File: config.mk
export PLATFORM = sky130hd
export DESIGN_NAME = serial_stream_addsub_flat
export DESIGN_NICKNAME = d
export VERILOG_FILES = /design/src/rtl/serial_stream_addsub_pkg.sv /design/src/rtl/serial_stream_addsub_if.sv /design/src/rtl/serial_stream_addsub_lane.sv /design/src/rtl/serial_stream_addsub.sv /design/src/flat_wrapper.sv
export SDC_FILE = /design/constraint.sdc
export NUM_CORES = 1
export LEC_CHECK = 0
export ABC_AREA = 1
export ABC_CLOCK_PERIOD_IN_PS = 2050
export BUFFER_PORTS_ARGS = -buffer_cell sky130_fd_sc_hd__buf_2
export CAP_MARGIN = 15
export CORE_ASPECT_RATIO = 1.25
export CORE_MARGIN = 1.5
export CORE_UTILIZATION = 53
export CTS_CLUSTER_DIAMETER = 120
export DETAILED_ROUTE_END_ITERATION = 8
export MAX_ROUTING_LAYER = met4
export PLACE_DENSITY = 0.78
export SLEW_MARGIN = 20
export SYNTH_ARGS = -nofsm -noshare
export SYNTH_HDL_FRONTEND = slang
export SYNTH_SLANG_ARGS = --single-unit
File: constraint.sdc
create_clock -name clk -period 2.05 [get_ports clk]
set_input_delay 0.41 -clock clk [delete_from_list [all_inputs] [get_ports clk]]
set_output_delay 0.41 -clock clk [all_outputs]
set_load 0.005 [all_outputs]
File: src/rtl/serial_stream_addsub_pkg.sv
// Shared types and default sizing for the serial add/sub stream block.
package serial_stream_pkg;

   localparam int LANES_DEF    = 4;
   localparam int WORD_LEN_DEF = 8;

   typedef enum logic {
      IDLE = 1'b0,
      BUSY = 1'b1
   } state_t;

endpackage

File: src/rtl/serial_stream_addsub_if.sv
// Bit-serial operand/result bundle: master drives operands, slave returns results.
interface serial_stream_addsub_if
   import serial_stream_pkg::*;
#(
   parameter int LANES = LANES_DEF
) ();

   logic             clr;
   logic             in_valid;
   logic             sub;
   logic [LANES-1:0] a;
   logic [LANES-1:0] b;
   logic             sum_valid;
   logic [LANES-1:0] sum;
   logic             word_done;
   logic [LANES-1:0] carry_out;
   logic [LANES-1:0] ovf;

   modport master (
      output clr, in_valid, sub, a, b,
      input  sum_valid, sum, word_done, carry_out, ovf
   );

   modport slave (
      input  clr, in_valid, sub, a, b,
      output sum_valid, sum, word_done, carry_out, ovf
   );

endinterface

File: src/rtl/serial_stream_addsub_lane.sv
// One bit-serial full-adder lane: running carry, optional B inversion for
// subtract, registered result bit and end-of-word carry/overflow flags.
module serial_fa_lane (
   input  logic clk,
   input  logic rst_n,
   input  logic clr_i,
   input  logic fire_i,
   input  logic first_i,
   input  logic last_i,
   input  logic mode_i,
   input  logic a_i,
   input  logic b_i,
   output logic sum_o,
   output logic cout_o,
   output logic ovf_o
);

   logic c_q;
   logic sum_q;
   logic cout_q;
   logic ovf_q;
   logic c_in;
   logic b_eff;
   logic s_bit;
   logic c_nxt;

   // Bit 0 takes its carry-in from the mode (the +1 of two's-complement subtract).
   always_comb begin
      c_in  = first_i ? mode_i : c_q;
      b_eff = b_i ^ mode_i;
      s_bit = a_i ^ b_eff ^ c_in;
      c_nxt = (a_i & b_eff) | (a_i & c_in) | (b_eff & c_in);
   end

   // Carry chain, result bit and MSB flags; clr drops the carry but keeps the flags.
   always_ff @(posedge clk or negedge rst_n) begin
      if (!rst_n) begin
         c_q    <= 1'b0;
         sum_q  <= 1'b0;
         cout_q <= 1'b0;
         ovf_q  <= 1'b0;
      end else if (clr_i) begin
         c_q <= 1'b0;
      end else if (fire_i) begin
         c_q   <= c_nxt;
         sum_q <= s_bit;
         if (last_i) begin
            cout_q <= c_nxt;
            ovf_q  <= c_in ^ c_nxt;
         end
      end
   end

   assign sum_o  = sum_q;
   assign cout_o = cout_q;
   assign ovf_o  = ovf_q;

endmodule

File: src/rtl/serial_stream_addsub.sv
// Multi-lane LSB-first serial adder/subtractor with shared bit counter and FSM.
//
// state | meaning
// IDLE  | no word in progress, bit counter 0; next valid bit is bit 0
// BUSY  | word in progress, counter holds index of the next bit
module serial_stream_addsub
   import serial_stream_pkg::*;
#(
   parameter int LANES    = LANES_DEF,
   parameter int WORD_LEN = WORD_LEN_DEF
) (
   input  logic                  clk,
   input  logic                  rst_n,
   serial_stream_addsub_if.slave bus
);

   localparam int            CW       = $clog2(WORD_LEN);
   localparam logic [CW-1:0] LAST_IDX = CW'(WORD_LEN - 1);

   state_t          state_q, state_d;
   logic [CW-1:0]   cnt_q, cnt_d;
   logic            mode_q, mode_d;
   logic            sum_valid_q, sum_valid_d;
   logic            word_done_q, word_done_d;

   logic            fire;
   logic            first;
   logic            last;
   logic            mode_eff;
   logic [LANES-1:0] sum_bits;
   logic [LANES-1:0] cout_bits;
   logic [LANES-1:0] ovf_bits;

   // clr overrides in_valid, so a bit presented alongside clr is dropped.
   always_comb begin
      fire     = bus.in_valid & ~bus.clr;
      first    = (state_q == IDLE);
      last     = (state_q == BUSY) && (cnt_q == LAST_IDX);
      mode_eff = first ? bus.sub : mode_q;
   end

   // Next-state, counter, mode latch and registered strobes.
   always_comb begin
      state_d     = state_q;
      cnt_d       = cnt_q;
      mode_d      = mode_q;
      sum_valid_d = fire;
      word_done_d = fire & last;
      if (bus.clr) begin
         state_d = IDLE;
         cnt_d   = '0;
      end else if (bus.in_valid) begin
         unique case (state_q)
            IDLE: begin
               mode_d  = bus.sub;
               cnt_d   = CW'(1);
               state_d = BUSY;
            end
            BUSY: begin
               if (last) begin
                  cnt_d   = '0;
                  state_d = IDLE;
               end else begin
                  cnt_d = cnt_q + CW'(1);
               end
            end
            default: state_d = IDLE;
         endcase
      end
   end

   // Control state register.
   always_ff @(posedge clk or negedge rst_n) begin
      if (!rst_n) begin
         state_q     <= IDLE;
         cnt_q       <= '0;
         mode_q      <= 1'b0;
         sum_valid_q <= 1'b0;
         word_done_q <= 1'b0;
      end else begin
         state_q     <= state_d;
         cnt_q       <= cnt_d;
         mode_q      <= mode_d;
         sum_valid_q <= sum_valid_d;
         word_done_q <= word_done_d;
      end
   end

   for (genvar g = 0; g < LANES; g++) begin : g_lane
      serial_fa_lane u_lane (
         .clk     (clk),
         .rst_n   (rst_n),
         .clr_i   (bus.clr),
         .fire_i  (fire),
         .first_i (first),
         .last_i  (last),
         .mode_i  (mode_eff),
         .a_i     (bus.a[g]),
         .b_i     (bus.b[g]),
         .sum_o   (sum_bits[g]),
         .cout_o  (cout_bits[g]),
         .ovf_o   (ovf_bits[g])
      );
   end

   assign bus.sum       = sum_bits;
   assign bus.sum_valid = sum_valid_q;
   assign bus.word_done = word_done_q;
   assign bus.carry_out = cout_bits;
   assign bus.ovf       = ovf_bits;

endmodule

File: src/flat_wrapper.sv
// flat-port wrapper written by rule: the top's interface ports become plain ports
module serial_stream_addsub_flat import serial_stream_pkg::*;
#(
   parameter int LANES    = LANES_DEF,
   parameter int WORD_LEN = WORD_LEN_DEF
)
  (clk, rst_n, bus_clr, bus_in_valid, bus_sub, bus_a, bus_b, bus_sum_valid, bus_sum, bus_word_done, bus_carry_out, bus_ovf);
  serial_stream_addsub_if #(.LANES(LANES)) bus_i ();
  input  logic clk;
  input  logic rst_n;
  input wire logic [$bits(bus_i.clr)-1:0] bus_clr;
  input wire logic [$bits(bus_i.in_valid)-1:0] bus_in_valid;
  input wire logic [$bits(bus_i.sub)-1:0] bus_sub;
  input wire logic [$bits(bus_i.a)-1:0] bus_a;
  input wire logic [$bits(bus_i.b)-1:0] bus_b;
  output wire logic [$bits(bus_i.sum_valid)-1:0] bus_sum_valid;
  output wire logic [$bits(bus_i.sum)-1:0] bus_sum;
  output wire logic [$bits(bus_i.word_done)-1:0] bus_word_done;
  output wire logic [$bits(bus_i.carry_out)-1:0] bus_carry_out;
  output wire logic [$bits(bus_i.ovf)-1:0] bus_ovf;
  assign bus_i.clr = bus_clr;
  assign bus_i.in_valid = bus_in_valid;
  assign bus_i.sub = bus_sub;
  assign bus_i.a = bus_a;
  assign bus_i.b = bus_b;
  assign bus_sum_valid = bus_i.sum_valid;
  assign bus_sum = bus_i.sum;
  assign bus_word_done = bus_i.word_done;
  assign bus_carry_out = bus_i.carry_out;
  assign bus_ovf = bus_i.ovf;
  serial_stream_addsub #(.LANES(LANES), .WORD_LEN(WORD_LEN)) u_core (.clk(clk), .rst_n(rst_n), .bus(bus_i));
endmodule
==> results.md <==
* Status: completed
* Core Rows at 19
* CP required at approximately 2.3 ns
* Final ANT Viol Nets at 0
* Initial DRC Count at 21
* Critical path's largest stage delay at 0.47 ns
* Combinational share of power at 0.231
* Htree depth at 1
* Die Span X at about 46 µm
* Hold-fix buffers at CTS at 0
* CTS tree: done
* Core Box Area at 0.00221 mm²
* Router iterations before antenna repair at 5
* Placed Cells at about 190
* Most common cell after layout, fill and taps aside: nand2_1
* Flop-to-flop setup slack at ~0.21 ns
* Top cell family by delay on the critical path: adder cells
* Final hold violations at 0
* Vias in the first global route at 1000
* Peak fanout along the critical path at 7
* Commonest non-fill, non-tap cells in the layout: 41 x nand2_1, 26 x buf_2, 23 x dfrtp_1
* Net load switching power at around 0.28 mW
* #FFs+latches synth at 23
* Starting Density at 0.565
* Worst Tran Pin Value at approximately 0.5 ns
* Total power per unit cell area at 692 mW/mm²
* Post-route insts no fill at about 190
* Initial antenna violation count at 0
* Worst-Skew Late Latency at 0.31 ns
* Worst EP arrival at about 2 ns
* Nets at between 150 and 200
* Max-Cap Viols at 0
* Setup-failing EPs final at 0
* Area grow syn2layout at 9.22%
* Clk slew on worst S/H paths at between 0.1 and 0.15 ns
* CTS resizes at 0
* Worst hold path class: in -> async
* Die area at approximately 0.0027 mm²
* Total Wirelength at 2.45 mm
* Total gr overflow at 0
* Clock power frac at 0.223
* Max frequency at roughly 0.54 GHz
* Num CTS Buffers at 3
* Synth cell types at 18
* WL per Instance at around 13 µm
* Routability congestion estimate at 0.811
* Internal at between 0.6 and 0.7 mW
* Final worst path period need at roughly 1.8 ns
* CTS Buffer Depth at 2
* Post-Syn Area at about 0.0012 mm²
* Via Count at between 900 and 1k
* Fill cells at about 190
* TritonCTS sink count at 23
* Drt drc at 0
* Maximum vdd drop at approximately 470 µV
* Mapped Cells at approximately 140
* HPWL Detailed at approximately 1.8 mm
* Fin crit share at 0.896
* Crit path cell chain: buf_4 > nand2_1 > nand2_2 > xnor2_1 > fa_1 > inv_1 > nand3_1 > nand3_1 > nand2_1
* Ant diodes at 0
* Ports at 27
* Static leakage at 0.747 nW
* GRT Total Usage at 0.218
* Slew headroom at 0.657
* Die Y at between 50 and 60 µm
* Critical Path Sink Type: flop
* Total negative slack at 0 ns
* Yosys Warn Count at 0
* Vias per cell at approximately 5
* Critical path buffers and inverters at 2
* Setup bufs post-CTS at 0
* Synthesized net count at 160
* Switching share of total power at 0.301
* Final Max Slew Viols at 0
* Largest net degree at the start of global routing at 24
* Mapped Avg Cell Area at between 8 and 9 µm²
* Setup CP Type: reg -> reg
* RSZ-0062 raised after global routing: no
* Final clock skew at 0.00175 ns
* First-pass GRT wire length at 4.02 mm
* Critical Path Source Type: flop
* CTS root buf: clkbuf_4
* Critical Path Slowest Stage Cell: fa_1
* Sequential-to-total area share from yosys stat at 0.461
* Seq pwr share at 0.546
* Ratio of cells with drive above 1 in the final layout at 0.269
* IO Port Bufs at 26
stage by stage:
step           instance area [µm²]   util  worst slack [ns]  power [mW]  hold slack [ns]
6_report                      1360  0.617             0.213       0.944           0.0459
5_1_grt                       1360  0.617            0.0503        1.01           0.0660
4_1_cts                       1360  0.617             0.203       0.954           0.0562
3_5_place_dp                  1340  0.604             0.248       0.742            0.415
3_3_place_gp                  1340  0.604             0.291       0.731            0.412
2_1_floorplan                 1250      -             0.389       0.690            0.114
power by group through the flow:
stage	registers (mW)	clock network, mW	logic (mW)
2_1_floorplan	0.521	0	0.169
3_3_place_gp	0.522	0	0.209
3_5_place_dp	0.524	0	0.218
4_1_cts	0.515	0.218	0.220
5_1_grt	0.521	0.237	0.251
6_report	0.515	0.211	0.218
Yosys cell counts:
master	n	share of area
nand2_2	2	0.010
o21ai_2	4	0.028
buf_4	12	0.072
nor2_4	1	0.0090
nor2_1	1	0.0030
buf_6	1	0.0090
fa_1	4	0.064
xnor2_1	4	0.028
buf_2	2	0.0080
dfrtp_1	23	0.46
inv_2	2	0.0060
inv_1	15	0.045
nand2_1	41	0.12
nand4_1	1	0.0050
o21ai_0	6	0.024
ha_1	2	0.020
nand3_1	16	0.064
o22ai_1	4	0.020
final timing paths:
path	startpoint	end	cells past startpoint
worst max-delay path	u_core.state_q	u_core.g_lane[1].u_lane.ovf_o	9
worst min-delay path	rst_n	u_core.g_lane[0].u_lane.sum_o	1
worst max register to register	u_core.state_q	u_core.g_lane[1].u_lane.ovf_o	9
worst min register to register	u_core.g_lane[3].u_lane.cout_o	u_core.g_lane[3].u_lane.cout_o	2
max in group asynchronous	rst_n	u_core.cnt_q[2]	1
min in group clk	bus_clr	u_core.bus.sum_valid	2
state kept, by name, summed over array words and instances (netlist names):
name and cells:
u_core.cnt_q 3, u_core.mode_q 1, u_core.bus.sum_valid 1, u_core.g_lane.u_lane.c_q 4, u_core.g_lane.u_lane.ovf_o 4, u_core.state_q 1
u_core.g_lane.u_lane.cout_o 4, u_core.g_lane.u_lane.sum_o 4, u_core.bus.word_done 1
metal layers:
layer | up-vias | GRT usage | share of wire
li1 | 469 | - | -
met1 | 456 | 0.243 | 0.40
met2 | 34 | 0.367 | 0.53
met3 | 11 | 0.0380 | 0.046
met4 | 0 | 0.0939 | 0.027
met5 | - | - | 0
logic make-up after synthesis:
family / count (synthesis) / share of synthesized area
simple gates: 62 / 0.214
compound gates: 14 / 0.0721
xor+xnor: 4 / 0.0281
fa+ha+maj: 6 / 0.0842
flops: 23 / 0.461
buf+inv: 32 / 0.140
worst reg2reg max path: stages, from the launching register on:
cell	delay [ns]
dfrtp_1	0.42
buf_4	0.16
nand2_1	0.07
nand2_2	0.11
xnor2_1	0.17
fa_1	0.47
inv_1	0.10
nand3_1	0.10
nand3_1	0.10
nand2_1	0.05
final cells by class:
class | instances | area (µm²) | area share
tap | 31 | 38.8 | 0.0284
timing repair buffer | 30 | 160 | 0.117
clock inverter | 1 | 5.00 | 0.00367
clock buffer | 3 | 22.5 | 0.0165
inverter | 17 | 63.8 | 0.0468
multi-input combinational | 86 | 498 | 0.365
sequential | 23 | 576 | 0.422
(Power assumes the default switching activity.)
